--- config.mk ---
export PLATFORM = sky130hd
export DESIGN_NAME = id_stage
export DESIGN_NICKNAME = d
export VERILOG_FILES = /design/src/rtl/rv_pkg.sv /design/src/rtl/id_stage_register_file.sv /design/src/rtl/id_stage.sv
export SDC_FILE = /design/constraint.sdc
export NUM_CORES = 2
export LEC_CHECK = 0
export ABC_AREA = 0
export CAP_MARGIN = 20
export CORE_UTILIZATION = 45
export DETAILED_ROUTE_END_ITERATION = 6
export GPL_ROUTABILITY_DRIVEN = 0
export PLACE_DENSITY_LB_ADDON = 0.2
export SLEW_MARGIN = 0
export SYNTH_ARGS = -nofsm -noshare
export SYNTH_HDL_FRONTEND = slang
export SYNTH_SLANG_ARGS = --single-unit
--- constraint.sdc ---
create_clock -name clk -period 1.9 [get_ports clk]
set_input_delay 0.19 -clock clk [delete_from_list [all_inputs] [get_ports clk]]
set_output_delay 0.19 -clock clk [all_outputs]
set_load 0.01 [all_outputs]
--- src/rtl/rv_pkg.sv ---
// Shared RV32I decode definitions: opcodes, the reset/flush NOP, ALUOp classes
// and the control bundle produced by the decoder.
package rv_pkg;

    localparam logic [31:0] NOP_INSTR = 32'h00000013;
    localparam int          REG_COUNT = 32;

    localparam logic [6:0] OP_R      = 7'b0110011;
    localparam logic [6:0] OP_IMM    = 7'b0010011;
    localparam logic [6:0] OP_LOAD   = 7'b0000011;
    localparam logic [6:0] OP_STORE  = 7'b0100011;
    localparam logic [6:0] OP_BRANCH = 7'b1100011;
    localparam logic [6:0] OP_LUI    = 7'b0110111;
    localparam logic [6:0] OP_AUIPC  = 7'b0010111;
    localparam logic [6:0] OP_JAL    = 7'b1101111;
    localparam logic [6:0] OP_JALR   = 7'b1100111;

    typedef enum logic [1:0] {
        ALUOP_ADD    = 2'b00,
        ALUOP_BRANCH = 2'b01,
        ALUOP_FUNCT  = 2'b10
    } aluop_t;

    typedef struct packed {
        logic   reg_write;
        logic   mem_read;
        logic   mem_write;
        logic   mem_to_reg;
        logic   alu_src;
        logic   branch;
        aluop_t alu_op;
    } ctrl_t;

    // Only R, S and B formats carry a real rs2; elsewhere bits [24:20] are
    // immediate or shamt bits and must not raise a load-use hazard.
    function automatic logic uses_rs2(input logic [6:0] opcode);
        return (opcode == OP_R) || (opcode == OP_STORE) || (opcode == OP_BRANCH);
    endfunction

endpackage

--- src/rtl/id_stage_register_file.sv ---
// 32x32 register file: two combinational read ports, one write port,
// synchronous reset, x0 hard-wired to zero, write-through on same-cycle reads.
module register_file
    import rv_pkg::*;
(
    input  logic        clk,
    input  logic        reset,
    input  logic [4:0]  rs1_addr,
    input  logic [4:0]  rs2_addr,
    output logic [31:0] rs1_data,
    output logic [31:0] rs2_data,
    input  logic        we,
    input  logic [4:0]  rd_addr,
    input  logic [31:0] wdata
);

    logic [31:0] regs [REG_COUNT];
    logic        write_en;

    assign write_en = we && (rd_addr != 5'd0) && !reset;

    // Clear on reset; otherwise commit the writeback (x0 never written).
    always_ff @(posedge clk) begin
        if (reset) begin
            for (int i = 0; i < REG_COUNT; i++) begin
                regs[i] <= '0;
            end
        end else if (write_en) begin
            regs[rd_addr] <= wdata;
        end
    end

    // Reads bypass the array when the same register is being written this cycle.
    always_comb begin
        rs1_data = regs[rs1_addr];
        rs2_data = regs[rs2_addr];
        if (write_en && (rd_addr == rs1_addr)) rs1_data = wdata;
        if (write_en && (rd_addr == rs2_addr)) rs2_data = wdata;
        if (rs1_addr == 5'd0) rs1_data = '0;
        if (rs2_addr == 5'd0) rs2_data = '0;
    end

endmodule

--- src/rtl/id_stage.sv ---
// RV32I decode stage: IF/ID register with flush/stall, register file,
// immediate generation, main control decode and load-use hazard detection.
module id_stage
    import rv_pkg::*;
(
    input  logic        clk,
    input  logic        reset,
    input  logic [31:0] PC_IF,
    input  logic [31:0] INSTRUCTION_IF,
    input  logic        PCSrc,
    input  logic        MemRead_EX,
    input  logic [4:0]  RD_EX,
    input  logic        RegWrite_WB,
    input  logic [4:0]  RD_WB,
    input  logic [31:0] WB_DATA,
    output logic        PC_write,
    output logic [31:0] PC_ID,
    output logic [31:0] INSTRUCTION_ID,
    output logic [31:0] RS1_DATA,
    output logic [31:0] RS2_DATA,
    output logic [31:0] IMM_ID,
    output logic [4:0]  RS1_ID,
    output logic [4:0]  RS2_ID,
    output logic [4:0]  RD_ID,
    output logic [2:0]  FUNCT3_ID,
    output logic [6:0]  FUNCT7_ID,
    output logic        RegWrite_ID,
    output logic        MemRead_ID,
    output logic        MemWrite_ID,
    output logic        MemtoReg_ID,
    output logic        ALUSrc_ID,
    output logic        Branch_ID,
    output logic [1:0]  ALUOp_ID
);

    logic [6:0]  opcode;
    logic        stall;
    ctrl_t       ctrl;
    logic [31:0] instr;

    assign instr     = INSTRUCTION_ID;
    assign opcode    = instr[6:0];
    assign RD_ID     = instr[11:7];
    assign FUNCT3_ID = instr[14:12];
    assign RS1_ID    = instr[19:15];
    assign RS2_ID    = instr[24:20];
    assign FUNCT7_ID = instr[31:25];

    // IF/ID register: reset, then flush (beats stall), then hold on stall.
    always_ff @(posedge clk) begin
        if (reset || PCSrc) begin
            PC_ID          <= '0;
            INSTRUCTION_ID <= NOP_INSTR;
        end else if (!stall) begin
            PC_ID          <= PC_IF;
            INSTRUCTION_ID <= INSTRUCTION_IF;
        end
    end

    // Load-use hazard against the load currently in EX.
    always_comb begin
        stall = MemRead_EX && (RD_EX != 5'd0) &&
                ((RD_EX == RS1_ID) || (uses_rs2(opcode) && (RD_EX == RS2_ID)));
    end

    assign PC_write = !stall;

    // Main control decode; a stall turns the instruction into a bubble.
    always_comb begin
        ctrl = '0;
        unique case (opcode)
            OP_R:      begin ctrl.reg_write = 1'b1; ctrl.alu_op = ALUOP_FUNCT; end
            OP_IMM:    begin ctrl.reg_write = 1'b1; ctrl.alu_src = 1'b1; ctrl.alu_op = ALUOP_FUNCT; end
            OP_LOAD:   begin
                ctrl.reg_write  = 1'b1;
                ctrl.mem_read   = 1'b1;
                ctrl.mem_to_reg = 1'b1;
                ctrl.alu_src    = 1'b1;
            end
            OP_STORE:  begin ctrl.mem_write = 1'b1; ctrl.alu_src = 1'b1; end
            OP_BRANCH: begin ctrl.branch = 1'b1; ctrl.alu_op = ALUOP_BRANCH; end
            OP_LUI, OP_AUIPC, OP_JAL, OP_JALR: begin
                ctrl.reg_write = 1'b1;
                ctrl.alu_src   = 1'b1;
            end
            default: ctrl = '0;
        endcase
        if (stall) ctrl = '0;
    end

    assign RegWrite_ID = ctrl.reg_write;
    assign MemRead_ID  = ctrl.mem_read;
    assign MemWrite_ID = ctrl.mem_write;
    assign MemtoReg_ID = ctrl.mem_to_reg;
    assign ALUSrc_ID   = ctrl.alu_src;
    assign Branch_ID   = ctrl.branch;
    assign ALUOp_ID    = ctrl.alu_op;

    // Immediate generation, sign-extended from instr[31].
    always_comb begin
        IMM_ID = '0;
        unique case (opcode)
            OP_IMM, OP_LOAD, OP_JALR: IMM_ID = {{20{instr[31]}}, instr[31:20]};
            OP_STORE:                 IMM_ID = {{20{instr[31]}}, instr[31:25], instr[11:7]};
            OP_BRANCH:                IMM_ID = {{19{instr[31]}}, instr[31], instr[7],
                                                instr[30:25], instr[11:8], 1'b0};
            OP_LUI, OP_AUIPC:         IMM_ID = {instr[31:12], 12'b0};
            OP_JAL:                   IMM_ID = {{11{instr[31]}}, instr[31], instr[19:12],
                                                instr[20], instr[30:21], 1'b0};
            default:                  IMM_ID = '0;
        endcase
    end

    register_file u_register_file (
        .clk      (clk),
        .reset    (reset),
        .rs1_addr (RS1_ID),
        .rs2_addr (RS2_ID),
        .rs1_data (RS1_DATA),
        .rs2_data (RS2_DATA),
        .we       (RegWrite_WB),
        .rd_addr  (RD_WB),
        .wdata    (WB_DATA)
    );

endmodule

==> impl_metrics.ini <==
[status]
status = finished with violations
violations = negative setup slack

[timing]
hold_viol = 0
fin_crit_ps = 3440
finalSetupViolations = 180
relSlewSlack_pct = 37.5
fmax_ghz = 0.291
fin_crit_sh_pct = 181
finClkSkew_ps = 25.4
slew_viol_final = 0
whs_ps = 19.7
rsz0062_at_grt = true
worst-slew-pin-transition_ps = 934
worst_slack_ps = -1540

[yosys]
yosys.area.top_type = edfxtp_1
seq_area_frac_synth_pct = 54.1
ys_ff_latch = 1098
synth.area.top_cells = edfxtp_1 (52%), mux2i_1 (11%), and2_1 (10%)
synthArstFlopShare_pct = 0
syn-cell-area_mm2 = 0.0595
synth_edf_count = 1024
yosysWarningCount = 0
synth_area_per_cell_um2 = 13.1
synth_top_area_share_pct = 51.7
ys_types = 60
synthCells = 4552
synthFlopType = edfxtp_1

[finish]
final_cells = 7401
utilization_pct = 61.4
fill_cells = 9930
synthToLayoutAreaGrowth_pct = 35.5
drive_above_1_share_pct = 35.8
final_net_count = 5655

[floorplan]
io_pins = 305
coreArea_mm2 = 0.131
die_y_um = 366
die_w_um = 366
initial_core_util_pct = 45.3
rows = 133
dieArea_mm2 = 0.134

[power]
power_leakage_nw = 29.1
power_density_mw_per_mm2 = 775
ir_worst_vdd_uv = 832
power.total_w = 0.0625

[grt]
grt_pass1_vias = 46000
track_usage_pct = 35.5
grt_max_degree = 53
gr-total-overflow = 0
grt_pass1_wl_mm = 339
antenna_found_initial = 11

[clock_network]
clk_pin_slew_ps = 70
cts_root_buffer = clkbuf_16
cts_tree = built
clock_path_buffers = 3
clkSinkCount = 1098
cts_buffers = 121
cts_htree_levels = 3
clock_latency_ps = 780

[job]
drv_cap = 0

[placed_design]
port_buffers = 304
dpl.hpwl_mm = 158
place_inst = 6908

[route]
drcViolationCount = 0
via_per_inst = 6.26
drt_iter0_markers = 6592
routedWlPerCell_um = 32.9
vias = 46300
wl_mm = 244
ant_nets = 0
first_pass_iters = 6

[critical_path]
cp-endpoint = RS1_DATA[13]
r2r_start = INSTRUCTION_ID[19]
reg2reg_slack_ps = -650
ff2ff_path_depth = 15
crit_type = reg2out
critPathMaxFanout = 4
worstReg2RegEnd = PC_ID[0]
crit_arrival_ps = 3250
cp-start-kind = register
critPathRequiredTime_ps = 1710
cp-end-kind = primary output

[worst_hold_path]
hp-class = in2reg
[routing by layer]
layer | track usage [%] | vias up | share of wire (%)
li1 | - | 19000 | -
met1 | 46.8 | 23300 | 37
met2 | 55.6 | 3352 | 45
met3 | 8.49 | 714 | 12
met4 | 16.1 | 6 | 5.6
met5 | 0 | - | 0.014
[where the power goes]
part           internal, W  total, W  switching, W
clock               0.0132    0.0234        0.0102
sequential          0.0277    0.0285      0.000772
combinational      0.00488    0.0106       0.00574
[worst min path at each step]
stage | startpoint | end | slack (ps) | cells after the start
3_5_place_dp | PC_ID[25] | PC_ID[25] | 490 | 2
6_report | PC_IF[7] | PC_ID[7] | 20 | 3
5_1_grt | PC_IF[14] | PC_ID[14] | 30 | 3
2_1_floorplan | PCSrc | INSTRUCTION_ID[1] | 300 | 2
3_3_place_gp | PC_ID[12] | PC_ID[12] | 480 | 2
4_1_cts | PC_IF[7] | PC_ID[7] | 0.3 | 3
[flip-flops by register name (all words and copies together) (netlist names), named ones only]
name / count
u_register_file.regs: 1024
INSTRUCTION_ID: 32
PC_ID: 32
[critical path: stages, from the launching register on]
cell and delay [ps]:
dfxtp_4 380, buf_4 150, buf_12 120, buf_6 110, mux4_2 320, nor2b_1 50, a2111oi_2 350, buf_4 170
a31oi_1 40, o211a_1 170, a211oi_4 420, buf_6 180
[synth_stat cells (all sizes together), types with 20 or more instances]
library cell / count
edfxtp: 1024
and2: 966
mux2i: 652
clkbuf: 292
mux4: 247
nor2: 209
a22oi: 206
buf: 191
dfxtp: 74
nand3: 74
nand2: 73
nor3: 70
o21ai: 65
nor2b: 53
a211oi: 45
a21oi: 40
or2: 35
o211ai: 34
o22ai: 33
a21o: 20
[placed cells by master, fill, tap and decap left out, drive strengths merged, types with 20 or more instances in the layout]
master / netlist / layout
clkinv: 0 / 45
nor3: 70 / 70
and2: 966 / 966
buf: 191 / 1101
o22ai: 33 / 33
nand2: 73 / 73
clkbuf: 292 / 169
mux2i: 652 / 652
o211ai: 34 / 34
conb: 1 / 32
or2: 35 / 35
edfxtp: 1024 / 1024
dfxtp: 74 / 74
nor2: 209 / 209
a22oi: 206 / 206
dlygate4sd2: 0 / 52
mux4: 247 / 247
nor2b: 53 / 53
clkdlybuf4s50: 0 / 137
a21oi: 40 / 40
o21ai: 65 / 65
nand3: 74 / 74
a211oi: 45 / 45
a21o: 20 / 20
[per-stage QoR]
stage                     area [um^2]  worst slack [ps]  TNS (ps)
after detailed placement        70900             -1540   -974080
after global placement          70900             -1600   -965380
after CTS                       79500             -1570   -155290
after global routing            80700             -1610   -163580
after floorplan                 60200              -142     -3290
final                           80700             -1540   -151720
[cells by family after synthesis]
family          Yosys count  share of synthesized area (%)
other cells               1                        0.00630
compound gates          504                           6.00
xor+xnor                 20                          0.294
buf+inv                 488                           4.19
flops                  1098                           54.1
simple gates           1526                           14.7
mux                     915                           20.6
[layout make-up]
type / count / area, um^2 / share of cell area [%]
diodes: 3 / 7.51 / 0.00931
clock buffers: 164 / 3250 / 4.03
clock inverters: 58 / 599 / 0.743
inverters: 5 / 21.3 / 0.0264
multi-input cells: 2997 / 27700 / 34.4
flip-flops and latches: 1098 / 32300 / 40.0
well taps: 1755 / 2200 / 2.72
repair buffers: 1321 / 14600 / 18.1
[timing repair]
item                                    CTS  global route
setup endpoints to repair               240           188
endpoints found under the hold margin    22             0
pin swaps                               184           162
hold buffers                             16             0
gates resized for setup                1119           240
cloned                                   29             5
buffers inserted                        214            69
No activity file was read; power rests on OpenSTA's default activity.
